## src/rtl/ecpri_rma_scheduler.sv

```systemverilog
// eCPRI RMA request scheduler: queues rx-parsed request headers and runs them in order
// against a single-port byte memory, streaming read payload and raising responses to tx.
module ecpri_rma_scheduler #(
   parameter int unsigned ADDR_W = 8,
   parameter int unsigned LEN_W  = 8,
   parameter int unsigned DEPTH  = 4
) (
   input  logic              clk,
   input  logic              reset,
   input  logic              req_valid,
   output logic              req_ready,
   input  logic              req_rw,
   input  logic [ADDR_W-1:0] req_addr,
   input  logic [LEN_W-1:0]  req_len,
   input  logic [7:0]        req_seq,
   input  logic              wr_data_valid,
   input  logic [7:0]        wr_data,
   output logic              wr_data_ready,
   output logic              mem_en,
   output logic              mem_we,
   output logic [ADDR_W-1:0] mem_addr,
   output logic [7:0]        mem_wdata,
   input  logic [7:0]        mem_rdata,
   output logic              rd_data_valid,
   output logic [7:0]        rd_data,
   input  logic              rd_data_ready,
   output logic              resp_valid,
   input  logic              resp_ready,
   output logic              resp_rw,
   output logic [7:0]        resp_seq,
   output logic [LEN_W-1:0]  resp_len,
   output logic              busy
);

   localparam int unsigned PTR_W = $clog2(DEPTH);
   localparam int unsigned CNT_W = PTR_W + 1;

   typedef struct packed {
      logic              rw;
      logic [ADDR_W-1:0] addr;
      logic [LEN_W-1:0]  len;
      logic [7:0]        seq;
   } hdr_t;

   typedef enum logic [2:0] {
      IDLE,
      WRITE,
      READ_ISSUE,
      READ_CAP,
      READ_OUT,
      RESP
   } state_t;

   hdr_t              q_mem [DEPTH];
   hdr_t              head;
   logic [PTR_W-1:0]  wr_ptr;
   logic [PTR_W-1:0]  rd_ptr;
   logic [CNT_W-1:0]  count;
   logic              push;
   logic              pop;

   state_t            state;
   logic              cur_rw;
   logic [ADDR_W-1:0] cur_addr;
   logic [LEN_W-1:0]  cur_cnt;
   logic [LEN_W-1:0]  cur_len;
   logic [7:0]        cur_seq;

   // Acceptance looks only at the registered count, so a full queue never takes a push.
   assign req_ready = ~reset & (count < CNT_W'(DEPTH));
   assign push      = req_valid & req_ready;
   assign pop       = (state == IDLE) && (count != '0);
   assign head      = q_mem[rd_ptr];

   always_ff @(posedge clk) begin
      if (push) q_mem[wr_ptr] <= {req_rw, req_addr, req_len, req_seq};
   end

   always_ff @(posedge clk or posedge reset) begin
      if (reset) begin
         wr_ptr <= '0;
         rd_ptr <= '0;
         count  <= '0;
      end else begin
         if (push) wr_ptr <= wr_ptr + PTR_W'(1);
         if (pop)  rd_ptr <= rd_ptr + PTR_W'(1);
         case ({push, pop})
            2'b10:   count <= count + CNT_W'(1);
            2'b01:   count <= count - CNT_W'(1);
            default: count <= count;
         endcase
      end
   end

   // Request sequencer; cur_cnt only decrements while it is non-zero in WRITE/READ_OUT.
   always_ff @(posedge clk or posedge reset) begin
      if (reset) begin
         state    <= IDLE;
         cur_rw   <= 1'b0;
         cur_addr <= '0;
         cur_cnt  <= '0;
         cur_len  <= '0;
         cur_seq  <= '0;
         rd_data  <= '0;
      end else begin
         case (state)
            IDLE: begin
               if (pop) begin
                  cur_rw   <= head.rw;
                  cur_addr <= head.addr;
                  cur_cnt  <= head.len;
                  cur_len  <= head.len;
                  cur_seq  <= head.seq;
                  if (head.len == '0)  state <= RESP;
                  else if (head.rw)    state <= WRITE;
                  else                 state <= READ_ISSUE;
               end
            end
            WRITE: begin
               if (wr_data_valid) begin
                  cur_addr <= cur_addr + ADDR_W'(1);
                  cur_cnt  <= cur_cnt - LEN_W'(1);
                  if (cur_cnt == LEN_W'(1)) state <= RESP;
               end
            end
            READ_ISSUE: state <= READ_CAP;
            READ_CAP: begin
               rd_data <= mem_rdata;
               state   <= READ_OUT;
            end
            READ_OUT: begin
               if (rd_data_ready) begin
                  cur_addr <= cur_addr + ADDR_W'(1);
                  cur_cnt  <= cur_cnt - LEN_W'(1);
                  state    <= (cur_cnt == LEN_W'(1)) ? RESP : READ_ISSUE;
               end
            end
            RESP: begin
               if (resp_ready) state <= IDLE;
            end
            default: state <= IDLE;
         endcase
      end
   end

   assign wr_data_ready = (state == WRITE);
   assign mem_we        = (state == WRITE) & wr_data_valid;
   assign mem_en        = mem_we | (state == READ_ISSUE);
   assign mem_addr      = cur_addr;
   assign mem_wdata     = (state == WRITE) ? wr_data : 8'h00;
   assign rd_data_valid = (state == READ_OUT);
   assign resp_valid    = (state == RESP);
   assign resp_rw       = cur_rw;
   assign resp_seq      = cur_seq;
   assign resp_len      = cur_len;
   assign busy          = (state != IDLE) || (count != '0);

endmodule

```

## config.mk

```make
export PLATFORM = sky130hd
export DESIGN_NAME = ecpri_rma_scheduler
export DESIGN_NICKNAME = d
export VERILOG_FILES = /design/src/rtl/ecpri_rma_scheduler.sv
export SDC_FILE = /design/constraint.sdc
export NUM_CORES = 1
export LEC_CHECK = 0
export BUFFER_PORTS_ARGS = -buffer_cell sky130_fd_sc_hd__buf_4
export CORE_MARGIN = 5
export CORE_UTILIZATION = 40
export CTS_CLUSTER_SIZE = 24
export DETAILED_ROUTE_END_ITERATION = 10
export GPL_TIMING_DRIVEN = 0
export PLACE_DENSITY_LB_ADDON = 0.1
export SLEW_MARGIN = 20
export SYNTH_ARGS = -nofsm -noshare
export SYNTH_HDL_FRONTEND = slang
export SYNTH_SLANG_ARGS = --single-unit
```

## constraint.sdc

```tcl
create_clock -name clk -period 3.8 [get_ports clk]
set_clock_uncertainty 0.05 [all_clocks]
set_input_delay 0.95 -clock clk [delete_from_list [all_inputs] [get_ports clk]]
set_output_delay 0.95 -clock clk [all_outputs]
set_load 0.01 [all_outputs]
```

==> results of run 1 <==
## power by group
part	switching (mW)	leakage, nW	total (mW)	internal (mW)
Clock	0.645	0.271	1.58	0.938
Combinational	1.60	1.31	2.87	1.27
Sequential	0.247	1.52	2.39	2.14
Total	2.50	3.11	6.84	4.34
## worst paths after layout
check | startpoint | slack [ns] | endpoint
max in group asynchronous | reset | 2.66 | cur_cnt[1]
min in group asynchronous | reset | 0.60 | resp_seq[1]
worst max register to register | state[2] | 0.50 | count[2]
worst min-delay path | resp_seq[4] | 0.43 | resp_seq[4]
worst min register to register | resp_seq[4] | 0.43 | resp_seq[4]
worst max-delay path | state[2] | 0.50 | count[2]
## worst max-delay path: stages, from the launching register on
cell and delay (ns):
dfrtp_1 0.41, clkbuf_1 0.23, or4_1 0.59, inv_1 0.09
buf_2 0.22, buf_1 0.49, ha_1 0.29, inv_1 0.06
fa_1 0.37, xor2_1 0.15, nor2_1 0.12, xor2_1 0.15
## state kept, by name, indices dropped and copies added (netlist names)
register and cells:
resp_seq 8, state 3, wr_ptr 2, resp_rw 1
resp_len 8, mem_addr 8, rd_ptr 2, count 3
cur_cnt 8, q_mem 100, rd_data 8
## layout by cell type, fill, tap and decap left out, types with 3 or more instances in the layout
master and instances:
mux4_2 24, nor2_1 7, a31oi_1 4, mux2_2 9
a21oi_1 13, and2_1 10, a22o_1 3, clkbuf_1 16
inv_1 13, nor3_1 13, o2bb2ai_1 8, buf_2 4
dfrtp_1 51, edfxtp_1 100, o21ai_0 9, nand2_1 57
nor4_1 6, ha_1 8, and3_1 4, and3_2 4
buf_4 94, a211o_1 3, o211ai_1 9, clkbuf_16 17
buf_1 4, nand3_1 4, buf_12 3, xnor2_1 5
clkinv_2 3, nor4b_1 4, mux2i_1 3
## cell type report
class | instances | area, um^2 | share of cell area
Buffer | 22 | 95.1 | 0.0120
Tap cell | 216 | 270 | 0.0340
Inverter | 14 | 55.1 | 0.00693
Clock buffer | 22 | 464 | 0.0584
Sequential cell | 151 | 4280 | 0.538
Timing Repair Buffer | 97 | 766 | 0.0963
Multi-Input combinational cell | 235 | 1920 | 0.242
Clock inverter | 10 | 95.1 | 0.0120
## synthesized netlist by cell type (all sizes together) (7+ instances only)
library cell,number
edfxtp,100
buf,9
nor2,7
and3,8
and2,10
clkbuf,13
o211ai,9
o2bb2ai,8
nand2,57
dfrtp,51
o21ai,9
inv,14
mux4,25
a21oi,13
ha,8
nor3,13
mux2,9
## routing by layer
metal,vias to the layer above,global-route usage
met4,0,0.0448
met3,14,0.0529
li1,1846,-
met1,2037,0.215
met2,126,0.259
met5,-,0
## kinds of logic (layout without fill, tap and decap cells)
kind of cell               Yosys count  count (layout)  share of synthesized area
AOI/OAI and AO/OA                   62              62                     0.0696
xor gates and xnor gates             7               7                    0.00966
adders and majority gates            9               9                     0.0189
buffers and inverters               36             165                     0.0233
DFF                                151             151                      0.674
muxes                               37              37                      0.110
and+or+nand+nor                    120             120                     0.0941
==> reports/results.ini, run 1 <==
[drt]
drcViolationCount = 0
vias = 4023
top_layer_used = met4
wl_met3_um = 980
routed_via_density = 5.25
ant_nets = 0
wl_met2_um = 7000
route.final.wire_length_um = 14400
drt_iter0_markers = 358
drt_pass1_iterations = 4
met1_length_um = 6250
routedWlPerCell_um = 18.8

[timing]
whs_ns = 0.427
timing.setup.tns_ns = 0
finalHoldViolCount = 0
slew_viol_final = 0
setup_viol = 0
worst_pin_slew_ns = 0.938
max_freq_mhz = 303
timing.final.crit_period_ns = 3.30
fin_crit_sh = 0.869
rsz0062_at_grt = no
layout_setup_ws_ns = 0.496
slew_headroom = 0.368

[critical_path]
cp-start-kind = flop
crit_required_ns = 4.09
worst_ep_arrival_time_ns = 3.59
cp_max_fo = 10
critPathCaptureType = flop
rr_worst_depth = 11
crit_type = reg -> reg

[status]
status = finished, final reports clean

[layout]
synthToLayoutAreaGrowth_pct = 25.3
drive_above_1_share = 0.316
fin_nets = 594
diodes = 0
post-route-util = 0.506
postLayoutCellArea_um2 = 7950
n_fill_cell = 1375
finalNonFillerCells = 767

[global_route]
grt_pass1_wl_um = 22600
grt_usage = 0.162
gr-total-overflow = 0
grt_max_degree = 52
first_global_vias = 4129
antenna_found_initial = 0

[clock_network]
post-cts-setup-buffers = 0
path_clk_slew_ns = 0.06
cts_sinks = 151
tritoncts = done
root_buffer = clkbuf_16
hold_buffers = 0
cts_resized = 0
clock_latency_ns = 0.41
clock_path_buffers = 2
cts_buffers = 17
cts_htree_levels = 4

[placed_design]
place_ws_ns = 0.521
dpl-instance-area_um2 = 7390
io_buffer_count = 94
dpl.hpwl_um = 9670
dp.cells = 735
gp_congestion = 0.874

[floorplanning]
die_w_um = 136
rows = 46
boundaryPins = 95
core_area_um2 = 15700
die-area_um2 = 18500
dieHeight_um = 136
initial_core_util = 0.404

[synthesis]
ys_warn_count = 0
ys_seq_area_frac = 0.674
synth_area_um2 = 6340
synth_seq_cells = 151
synthTopCellsByArea = edfxtp_1, dfrtp_1, mux4_2, nand2_1, mux2_2
synth_ff_type = edfxtp_1
synthCells = 422
synthArstFlopShare = 0.338
avgSynthCellArea_um2 = 15.0
syn_nets = 478
synth_edf_count = 100
yosys.area.top_type_share = 0.473
synth.distinct_cells = 49
synth_top_area_cell = edfxtp_1

[flow_run]
drv_cap = 0

[power_and_ir_drop]
power_density_nw_per_um2 = 861
p_leak_nw = 3.11
power_mw = 6.84
ir_drop_mv = 0.343

[worst_hold_path]
hold_depth = 2
min_path_type = reg -> reg

Note: power is estimated with default switching activity, not from simulation.
==> run 2: changes to the inputs <==
--- a/config.mk
+++ b/config.mk
@@ -8,3 +8,2 @@
 export BUFFER_PORTS_ARGS = -buffer_cell sky130_fd_sc_hd__buf_4
-export CORE_MARGIN = 5
 export CORE_UTILIZATION = 40
--- a/constraint.sdc
+++ b/constraint.sdc
@@ -4,2 +4,2 @@
 set_output_delay 0.95 -clock clk [all_outputs]
-set_load 0.01 [all_outputs]
+set_load 0.1 [all_outputs]
==> run 2 against run 1 <==
Via count barely moved. Core utilization rose by 1.2 points. Routed wire length fell by 2.4%. Worst hold slack got worse by 0.0029 ns. Cell count fell by 0.91%. Critical path type unchanged.
==> reports/results.ini, run 2 (synthesis gave the netlist of run 1 again) <==
[drt]
routedWlPerCell_um = 18.5
drt_pass1_iterations = 6
route.final.wire_length_um = 14100
ant_nets = 0
routed_via_density = 5.30
drt_iter0_markers = 315
drcViolationCount = 0
vias = 4026

[critical_path]
worst_ep_arrival_time_ns = 3.52
reg2reg_slack_ns = 0.57
rr_worst_depth = 11
r2r-end = count[2]
r2r-start = state[2]
crit_required_ns = 4.08
cp_max_fo = 10
crit_type = reg -> reg
cp-start-kind = flop
critPathCaptureType = flop

[worst_hold_path]
min_from = resp_seq[4]
hold_depth = 2
hold-path-endpoint = resp_seq[4]
min_path_type = reg -> reg

[timing]
slew_headroom = 0.424
finalHoldViolCount = 0
fin_crit_sh = 0.851
rsz0062_at_grt = no
timing.setup.tns_ns = 0
max_freq_mhz = 309
timing.final.crit_period_ns = 3.23
setup_viol = 0
worst_pin_slew_ns = 0.851
slew_viol_final = 0
layout_setup_ws_ns = 0.566

[global_route]
gr-total-overflow = 0
grt_usage = 0.188
antenna_found_initial = 0
grt_max_degree = 52
first_global_vias = 4136
grt_pass1_wl_um = 22500

[clock_network]
clock_path_buffers = 2
tritoncts = done
cts_htree_levels = 4
cts_buffers = 17
root_buffer = clkbuf_16
path_clk_slew_ns = 0.06
cts_resized = 0
hold_buffers = 0
clock_latency_ns = 0.43
cts_sinks = 151
post-cts-setup-buffers = 0

[layout]
registers.top_by_ff_count = q_mem
synthToLayoutAreaGrowth_pct = 25.1
largest_reg_flops = 100
drive_above_1_share = 0.317
mostFrequentLayoutCell = edfxtp_1
n_fill_cell = 1339
postLayoutCellArea_um2 = 7940
seqCellArea_um2 = 4280
layout_common_cells = edfxtp_1, buf_4, nand2_1
post-route-util = 0.518
multi_input_area_um2 = 1940
fin_nets = 593
diodes = 0

[placed_design]
place_ws_ns = 0.546
io_buffer_count = 94
gp_congestion = 0.842
dpl-instance-area_um2 = 7370
dpl.hpwl_um = 9270

[floorplanning]
core_area_um2 = 15300
dieHeight_um = 128
boundaryPins = 95
die_w_um = 128
rows = 45
die-area_um2 = 16400
initial_core_util = 0.414

[status]
status = finished, final reports clean

[flow_run]
drv_cap = 0

==> run 2: changes by cell type in the layout (fill, tap and decap cells not counted), moves of 2 or more <==
cell,before,now
clkbuf_8,2,0
clkinv_1,0,2
nor3_2,0,2
nor3_1,13,11
==> run 2: area by class of cell <==
cell class	instances	share of cell area
flip-flops and latches	151	0.539
inverters	14	0.00694
plain buffers	22	0.0120
well taps	211	0.0333
clock inverters	12	0.0162
clock buffers	19	0.0545
multi-input cells	235	0.244
repair buffers	96	0.0940
==> run 2: worst max-delay path by stage <==
stage	slack [ns]	end	from
final	0.57	count[2]	state[2]
after global routing	0.34	count[2]	state[2]
after CTS	0.54	count[2]	state[2]
after detailed placement	0.55	count[2]	state[2]
after global placement	0.59	count[2]	state[2]
after floorplan	0.17	mem_wdata[0]	state[2]
==> run 2: worst max-delay path: stages, from the launching register on <==
cell and delay, ns:
dfrtp_1 0.40, clkbuf_1 0.22, or4_1 0.60, inv_1 0.11
buf_2 0.21, buf_1 0.43, ha_1 0.28, inv_1 0.06
fa_1 0.37, xor2_1 0.15, nor2_1 0.13, xor2_1 0.15
==> run 2: layer usage <==
metal,wire length [um],up-vias,GRT usage
met4,152,0,0.0782
met5,0,-,0
li1,-,1848,-
met2,7040,146,0.305
met1,6150,2011,0.244
met3,735,21,0.0413
==> run 2: through the flow <==
stage               hold WS [ns]  std cells
finish                     0.424        760
floorplan                  0.430        422
global route               0.465        760
CTS                        0.430        760
detailed placement         0.415        729
global placement           0.411        727
Power of run 2 is left out: the tool's default activity adds up to more than one toggle a clock period on the data nets, which glitch-free logic cannot reach.
